**config.mk**
```make
export PLATFORM = sky130hd
export DESIGN_NAME = branch_resolve_ctrl_flat
export DESIGN_NICKNAME = d
export VERILOG_FILES = /design/src/rtl/branch_resolve_ctrl_if.sv /design/src/rtl/branch_resolve_ctrl.sv /design/src/flat_wrapper.sv
export SDC_FILE = /design/constraint.sdc
export NUM_CORES = 1
export LEC_CHECK = 0
export ABC_AREA = 1
export BUFFER_PORTS_ARGS = -buffer_cell sky130_fd_sc_hd__buf_2
export CAP_MARGIN = 20
export CORE_MARGIN = 5
export CORE_UTILIZATION = 41
export CTS_BUF_LIST = sky130_fd_sc_hd__clkbuf_4 sky130_fd_sc_hd__clkbuf_8
export CTS_CLUSTER_DIAMETER = 200
export DETAILED_ROUTE_END_ITERATION = 12
export PLACE_DENSITY = 0.79
export SETUP_SLACK_MARGIN = 0.2
export SLEW_MARGIN = 20
export SYNTH_ARGS = -nofsm -noshare
export SYNTH_HDL_FRONTEND = slang
export SYNTH_SLANG_ARGS = --single-unit
```
**constraint.sdc**
```tcl
create_clock -name clk -period 1.2 [get_ports clk]
set_clock_uncertainty 0.1 [all_clocks]
set_input_delay 0.12 -clock clk [delete_from_list [all_inputs] [get_ports clk]]
set_output_delay 0.12 -clock clk [all_outputs]
set_load 0.02 [all_outputs]
```
**src/rtl/branch_resolve_ctrl_if.sv**
```systemverilog
// Bundle between the microcode sequencer, the ALU and branch_resolve_ctrl.
// master: sequencer/ALU side; slave: the controller.
interface branch_resolve_ctrl_if #(
    parameter int XLEN = 32
);
    logic            start;
    logic            is_jal;
    logic            is_jalr;
    logic            is_branch;
    logic [2:0]      funct3;
    logic            busy;
    logic            alu_req;
    logic [1:0]      alu_op;
    logic            alu_ack;
    logic            alu_zero;
    logic            alu_lsb;
    logic            branch_signal;
    logic [1:0]      branch_type;
    logic            taken;
    logic [1:0]      pc_sel;
    logic            done;
    logic            error;
    logic [XLEN-1:0] br_count;
    logic [XLEN-1:0] br_taken_count;

    modport master (
        output start, is_jal, is_jalr, is_branch, funct3, alu_ack, alu_zero, alu_lsb,
        input  busy, alu_req, alu_op, branch_signal, branch_type, taken, pc_sel,
               done, error, br_count, br_taken_count
    );

    modport slave (
        input  start, is_jal, is_jalr, is_branch, funct3, alu_ack, alu_zero, alu_lsb,
        output busy, alu_req, alu_op, branch_signal, branch_type, taken, pc_sel,
               done, error, br_count, br_taken_count
    );
endinterface

```
**src/rtl/branch_resolve_ctrl.sv**
```systemverilog
// Branch/jump resolution sequencer; BRANCH_PERF_EN adds saturating branch counters.
// Latency: JAL 3, non-branch/illegal 2, ALU ops 4 + ALU wait cycles (start to done).
// Backpressure: start ignored while busy; alu_req held until alu_ack or timeout.
module branch_resolve_ctrl #(
    parameter int XLEN        = 32,
    parameter int ALU_TIMEOUT = 16
) (
    input  logic                 clk,
    input  logic                 reset,
    branch_resolve_ctrl_if.slave bus
);
    localparam int TW = $clog2(ALU_TIMEOUT + 1);

    typedef enum logic [2:0] {IDLE, DECODE, CMP, RESOLVE, DONE} state_t;
    state_t state, stateNext;

    logic          isJalQ, isJalrQ, isBranchQ;
    logic [2:0]    funct3Q;
    logic          zeroQ, lsbQ;
    logic [TW-1:0] waitCnt;
    logic          takenQ, errorQ;
    logic [1:0]    pcSelQ;

    logic          condBranch, f3Legal, timeoutHit, condMet;
    logic [1:0]    brType, cmpOp;

    // jal/jalr take priority, so a conditional branch is only is_branch alone
    assign condBranch = !isJalQ && !isJalrQ && isBranchQ;
    assign f3Legal    = (funct3Q[2:1] != 2'b01);
    assign timeoutHit = (waitCnt == TW'(ALU_TIMEOUT));

    always_comb begin
        brType = 2'b00;
        cmpOp  = 2'b00;
        case (funct3Q)
            3'b000:  begin brType = 2'b00; cmpOp = 2'b00; end
            3'b001:  begin brType = 2'b01; cmpOp = 2'b00; end
            3'b100:  begin brType = 2'b10; cmpOp = 2'b01; end
            3'b101:  begin brType = 2'b11; cmpOp = 2'b01; end
            3'b110:  begin brType = 2'b10; cmpOp = 2'b10; end
            3'b111:  begin brType = 2'b11; cmpOp = 2'b10; end
            default: begin brType = 2'b00; cmpOp = 2'b00; end
        endcase
    end

    always_comb begin
        case (brType)
            2'b00:   condMet = zeroQ;
            2'b01:   condMet = !zeroQ;
            2'b10:   condMet = lsbQ;
            default: condMet = !lsbQ;
        endcase
    end

    always_ff @(posedge clk) begin
        if (reset) state <= IDLE;
        else       state <= stateNext;
    end

    always_comb begin
        stateNext = state;
        case (state)
            IDLE:    if (bus.start) stateNext = DECODE;
            DECODE: begin
                if (isJalQ)                     stateNext = RESOLVE;
                else if (isJalrQ)               stateNext = CMP;
                else if (isBranchQ && f3Legal)  stateNext = CMP;
                else                            stateNext = DONE;
            end
            CMP: begin
                if (bus.alu_ack)     stateNext = RESOLVE;
                else if (timeoutHit) stateNext = DONE;
            end
            RESOLVE: stateNext = DONE;
            DONE:    stateNext = IDLE;
            default: stateNext = IDLE;
        endcase
    end

    always_comb begin
        bus.busy          = (state != IDLE);
        bus.alu_req       = (state == CMP);
        bus.alu_op        = (state == CMP) ? (isJalrQ ? 2'b11 : cmpOp) : 2'b00;
        bus.branch_signal = condBranch && f3Legal &&
                            (state == CMP || state == RESOLVE || state == DONE);
        bus.branch_type   = bus.branch_signal ? brType : 2'b00;
        bus.done          = (state == DONE);
    end

    assign bus.taken  = takenQ;
    assign bus.pc_sel = pcSelQ;
    assign bus.error  = errorQ;

    always_ff @(posedge clk) begin
        if (reset) begin
            isJalQ    <= 1'b0;
            isJalrQ   <= 1'b0;
            isBranchQ <= 1'b0;
            funct3Q   <= 3'b000;
            zeroQ     <= 1'b0;
            lsbQ      <= 1'b0;
            waitCnt   <= '0;
            takenQ    <= 1'b0;
            pcSelQ    <= 2'b00;
            errorQ    <= 1'b0;
        end else begin
            case (state)
                IDLE: if (bus.start) begin
                    isJalQ    <= bus.is_jal;
                    isJalrQ   <= bus.is_jalr;
                    isBranchQ <= bus.is_branch;
                    funct3Q   <= bus.funct3;
                    errorQ    <= 1'b0;
                end
                DECODE: if (!isJalQ && !isJalrQ && !(isBranchQ && f3Legal)) begin
                    takenQ <= 1'b0;
                    pcSelQ <= 2'b00;
                    errorQ <= isBranchQ;
                end
                CMP: begin
                    if (bus.alu_ack) begin
                        zeroQ   <= bus.alu_zero;
                        lsbQ    <= bus.alu_lsb;
                        waitCnt <= '0;
                    end else if (timeoutHit) begin
                        takenQ  <= 1'b0;
                        pcSelQ  <= 2'b00;
                        errorQ  <= 1'b1;
                        waitCnt <= '0;
                    end else begin
                        waitCnt <= waitCnt + TW'(1);
                    end
                end
                RESOLVE: begin
                    if (isJalQ) begin
                        takenQ <= 1'b1;
                        pcSelQ <= 2'b01;
                    end else if (isJalrQ) begin
                        takenQ <= 1'b1;
                        pcSelQ <= 2'b10;
                    end else begin
                        takenQ <= condMet;
                        pcSelQ <= condMet ? 2'b01 : 2'b00;
                    end
                end
                default: ;
            endcase
        end
    end

`ifdef BRANCH_PERF_EN
    logic [XLEN-1:0] brCnt, brTakenCnt;

    always_ff @(posedge clk) begin
        if (reset) begin
            brCnt      <= '0;
            brTakenCnt <= '0;
        end else if (state == RESOLVE && condBranch) begin
            if (brCnt != '1) brCnt <= brCnt + XLEN'(1);
            if (condMet && brTakenCnt != '1) brTakenCnt <= brTakenCnt + XLEN'(1);
        end
    end

    assign bus.br_count       = brCnt;
    assign bus.br_taken_count = brTakenCnt;
`else
    assign bus.br_count       = {XLEN{1'b0}};
    assign bus.br_taken_count = {XLEN{1'b0}};
`endif
endmodule

```
**src/flat_wrapper.sv**
```systemverilog
// flat-port wrapper written by rule: the top's interface ports become plain ports
module branch_resolve_ctrl_flat 
#(
    parameter int XLEN        = 32,
    parameter int ALU_TIMEOUT = 16
)
  (clk, reset, bus_start, bus_is_jal, bus_is_jalr, bus_is_branch, bus_funct3, bus_alu_ack, bus_alu_zero, bus_alu_lsb, bus_busy, bus_alu_req, bus_alu_op, bus_branch_signal, bus_branch_type, bus_taken, bus_pc_sel, bus_done, bus_error, bus_br_count, bus_br_taken_count);
  branch_resolve_ctrl_if #(.XLEN(XLEN)) bus_i ();
  input  logic clk;
  input  logic reset;
  input wire logic [$bits(bus_i.start)-1:0] bus_start;
  input wire logic [$bits(bus_i.is_jal)-1:0] bus_is_jal;
  input wire logic [$bits(bus_i.is_jalr)-1:0] bus_is_jalr;
  input wire logic [$bits(bus_i.is_branch)-1:0] bus_is_branch;
  input wire logic [$bits(bus_i.funct3)-1:0] bus_funct3;
  input wire logic [$bits(bus_i.alu_ack)-1:0] bus_alu_ack;
  input wire logic [$bits(bus_i.alu_zero)-1:0] bus_alu_zero;
  input wire logic [$bits(bus_i.alu_lsb)-1:0] bus_alu_lsb;
  output wire logic [$bits(bus_i.busy)-1:0] bus_busy;
  output wire logic [$bits(bus_i.alu_req)-1:0] bus_alu_req;
  output wire logic [$bits(bus_i.alu_op)-1:0] bus_alu_op;
  output wire logic [$bits(bus_i.branch_signal)-1:0] bus_branch_signal;
  output wire logic [$bits(bus_i.branch_type)-1:0] bus_branch_type;
  output wire logic [$bits(bus_i.taken)-1:0] bus_taken;
  output wire logic [$bits(bus_i.pc_sel)-1:0] bus_pc_sel;
  output wire logic [$bits(bus_i.done)-1:0] bus_done;
  output wire logic [$bits(bus_i.error)-1:0] bus_error;
  output wire logic [$bits(bus_i.br_count)-1:0] bus_br_count;
  output wire logic [$bits(bus_i.br_taken_count)-1:0] bus_br_taken_count;
  assign bus_i.start = bus_start;
  assign bus_i.is_jal = bus_is_jal;
  assign bus_i.is_jalr = bus_is_jalr;
  assign bus_i.is_branch = bus_is_branch;
  assign bus_i.funct3 = bus_funct3;
  assign bus_i.alu_ack = bus_alu_ack;
  assign bus_i.alu_zero = bus_alu_zero;
  assign bus_i.alu_lsb = bus_alu_lsb;
  assign bus_busy = bus_i.busy;
  assign bus_alu_req = bus_i.alu_req;
  assign bus_alu_op = bus_i.alu_op;
  assign bus_branch_signal = bus_i.branch_signal;
  assign bus_branch_type = bus_i.branch_type;
  assign bus_taken = bus_i.taken;
  assign bus_pc_sel = bus_i.pc_sel;
  assign bus_done = bus_i.done;
  assign bus_error = bus_i.error;
  assign bus_br_count = bus_i.br_count;
  assign bus_br_taken_count = bus_i.br_taken_count;
  branch_resolve_ctrl #(.XLEN(XLEN), .ALU_TIMEOUT(ALU_TIMEOUT)) u_core (.clk(clk), .reset(reset), .bus(bus_i));
endmodule
```
==> results.yml <==
power:
  ir_worst_vdd_uv: 798
  leakagePower_nw: 0.988
  p_per_area_nw_per_um2: 1860
  total_power_mw: 3.63
layout:
  drive_gt1_frac: 0.358
  final_cells: 316
  final_util: 0.537
  areaGrowthSynthToFinish_pct: 27.6
  layout.nets: 283
  fill_cells: 354
  multi_input_area_um2: 896
  regArea_um2: 412
  n_antenna_cell: 0
  design_area_um2: 1950
sta:
  drv_slew: 0
  finalHoldViolCount: 0
  fmaxAchievable_mhz: 658
  finalCritPeriodShare: 1.27
  rsz0062_at_grt: "true"
  period_minus_slack_ns: 1.52
  hold_ws_ns: 0.0240
  timing.final.ws_setup_ns: -0.319
  setup-violations-final: 28
logic_synthesis:
  yosys.area_share.simple: 0.219
  synth_top_area_frac: 0.319
  synthAdderAreaFrac: 0.0164
  muxShareOfSynthArea: 0
  avgSynthCellArea_um2: 7.14
  synth_compound_area_frac: 0.111
  synth.top_cells.by_area: "buf_4, dfxtp_1, nand2_1"
  yosysWarnings: 0
  syn_inst: 214
  synth_largest_area_cell: "buf_4"
  synth_top_family_by_area: "buffers and inverters"
  synth_seq_area_share: 0.262
  synth_seq_cells: 20
  yosysUniqueCellTypes: 26
  netlist_area_um2: 1530
  synth_xor_area_frac: 0.0115
placement:
  gp_congestion: 0.852
  placed_cells: 307
  dp_hpwl_um: 2510
  io_buffers: 23
  place_area_um2: 1750
die:
  core_area_um2: 3630
  die_h_um: 71.0
  core.rowCount: 22
  ioPinCount: 88
  die_w_um: 71.0
  initial_core_util: 0.420
  dieArea_um2: 5050
route:
  final_antenna_net_count: 0
  drc: 0
  via_per_inst: 4.14
  num_vias: 1307
  routed_wl_um: 3350
  drt_iter0_markers: 30
  avgRoutedWirePerCell_um: 10.6
  first_pass_iters: 4
clocking:
  worstSkewPairLatency_ns: 0.27
  cts_buffer_depth: 2
  cts_sinks: 20
  cts_tree: "yes"
  ctsRootBufferMaster: "clkbuf_8"
  htree_num_levels: 1
  path_clk_slew_ns: 0.08
  cts_inserted_buffers: 3
worst_hold_path:
  min_to: "u_core.funct3Q[0]"
  holdPathStages: 3
  min_from: "bus_funct3[0]"
  hp-class: "primary input to flop"
worst_setup_path:
  ff2ff_path_depth: 6
  reg2reg_slack_ns: -0.22
  cp_cell_sequence: "nor2_2 > inv_1 > nor3_4 > inv_2 > nor2_4 > buf_6"
  cpPeakStageDelay_ns: 0.33
  regToRegStartpoint: "u_core.state[2]"
  crit_buf_inv: 3
  cp.required_ns: 0.98
  end_kind: "output port"
  critical_path.top_delay_family: "simple AND/OR/NAND/NOR gates"
  critPathLaunchType: "flop"
  cp_max_fo: 2
  worstPathArrival_ns: 1.30
  slowest_stage: "dfxtp_1"
  crit_type: "flop to output port"
  rr_endpoint: "u_core.isJalQ"
status:
  violations: "negative setup slack"
  status: "finished with violations"
run:
  drv_cap: 0
grt:
  grt_pass1_vias: 1187
  antenna_found_initial: 0
  grt_start_max_net_pins: 13
  grt_overflow_total: 0
  grt_pass1_wl_um: 5090
  grt_util_all_layers: 0.125
-- cells in the mapped netlist --
cell / count
a21oi_1: 21
buf_1: 1
buf_4: 65
clkbuf_1: 1
conb_1: 1
dfxtp_1: 20
ha_1: 2
inv_1: 16
inv_2: 4
inv_4: 1
nand2_1: 31
nand2_2: 1
nand2_4: 1
nand3_1: 7
nand3_2: 2
nand3_4: 1
nand3b_1: 1
nor2_1: 15
nor2_2: 2
nor2_8: 1
nor3_1: 3
nor3_2: 1
o21ai_0: 11
o21ai_1: 2
or2_2: 1
xor2_1: 2
-- per-layer routing --
| metal | vias to the layer above | wire length (um) | track usage |
|---|---|---|---|
| met5 | - | 0 | 0 |
| met4 | 0 | 78 | 0.0626 |
| met3 | 7 | 275 | 0.0142 |
| met2 | 57 | 1750 | 0.233 |
| met1 | 589 | 1250 | 0.139 |
| li1 | 654 | - | - |
-- power by group --
part	leakage, nW	internal [mW]	switching, mW	total [mW]
registers	0.167	0.817	0.105	0.922
logic	0.785	0.810	1.21	2.02
clock network	0.0357	0.446	0.238	0.684
-- how the worst max path moves through the flow --
stage	from	slack, ns	end	depth (start not counted)
2_1_floorplan	u_core.state[0]	-0.31	bus_branch_type[0]	7
3_3_place_gp	u_core.state[0]	-0.13	bus_branch_type[0]	8
3_5_place_dp	u_core.state[0]	-0.14	bus_branch_type[0]	8
4_1_cts	u_core.state[0]	-0.32	bus_branch_type[1]	8
5_1_grt	u_core.isJalrQ	-0.43	bus_branch_type[0]	6
6_report	u_core.isJalrQ	-0.32	bus_branch_type[0]	6
-- worst reg2reg max path, cell delays in order, from the launching register on --
cell     delay, ns
dfxtp_4       0.36
buf_4         0.14
nor2_2        0.18
nand3_1       0.11
buf_4         0.18
buf_4         0.14
a21oi_1       0.13
-- cells by family after synthesis --
family                   after synthesis
buffers and inverters                 88
AO/OA/AOI/OAI                         34
AND/OR/NAND/NOR                       67
other                                  1
adder cells (fa/ha/maj)                2
XOR/XNOR                               2
flip-flops                            20
-- per-stage QoR --
step	setup slack (ns)	TNS, ns
2_1_floorplan	-0.309	-0.770
3_3_place_gp	-0.129	-1.29
3_5_place_dp	-0.145	-1.76
4_1_cts	-0.320	-5.16
5_1_grt	-0.432	-7.34
6_report	-0.319	-4.86
-- layout make-up --
| type | count | area share |
|---|---|---|
| clock buffer | 3 | 0.0212 |
| multi-input combinational | 169 | 0.460 |
| tap | 48 | 0.0308 |
| sequential | 20 | 0.211 |
| timing repair buffer | 54 | 0.215 |
| inverter | 21 | 0.0469 |
| clock inverter | 1 | 0.0154 |
-- flip-flops by register name, summed over array words and instances, names as in the netlist --
signal and cells:
u_core.bus.error 1, u_core.bus.pc_sel 2, u_core.bus.taken 1, u_core.funct3Q 3
u_core.isBranchQ 1, u_core.isJalQ 1, u_core.isJalrQ 1, u_core.lsbQ 1
u_core.state 3, u_core.waitCnt 5, u_core.zeroQ 1
-- what timing repair did --
item | in CTS | in global routing
gates resized for setup | 21 | 9
hold endpoints to repair | 1 | 0
pin swaps | 4 | 1
hold buffers | 1 | 0
setup endpoints to repair | 28 | 32
buffers inserted | 4 | 0
-- placed cells by master, fill, tap and decap left out, types with 3 or more instances in the layout --
master,n
o21ai_0,9
nor3_1,3
nor2_2,4
dfxtp_2,6
nor2_4,5
buf_6,9
nand2_1,29
buf_2,12
dfxtp_1,13
nand3_1,6
conb_1,64
buf_4,31
clkbuf_8,3
a21oi_1,20
inv_2,5
inv_1,13
nor2_1,8
Note: power is estimated with default switching activity, not from simulation.
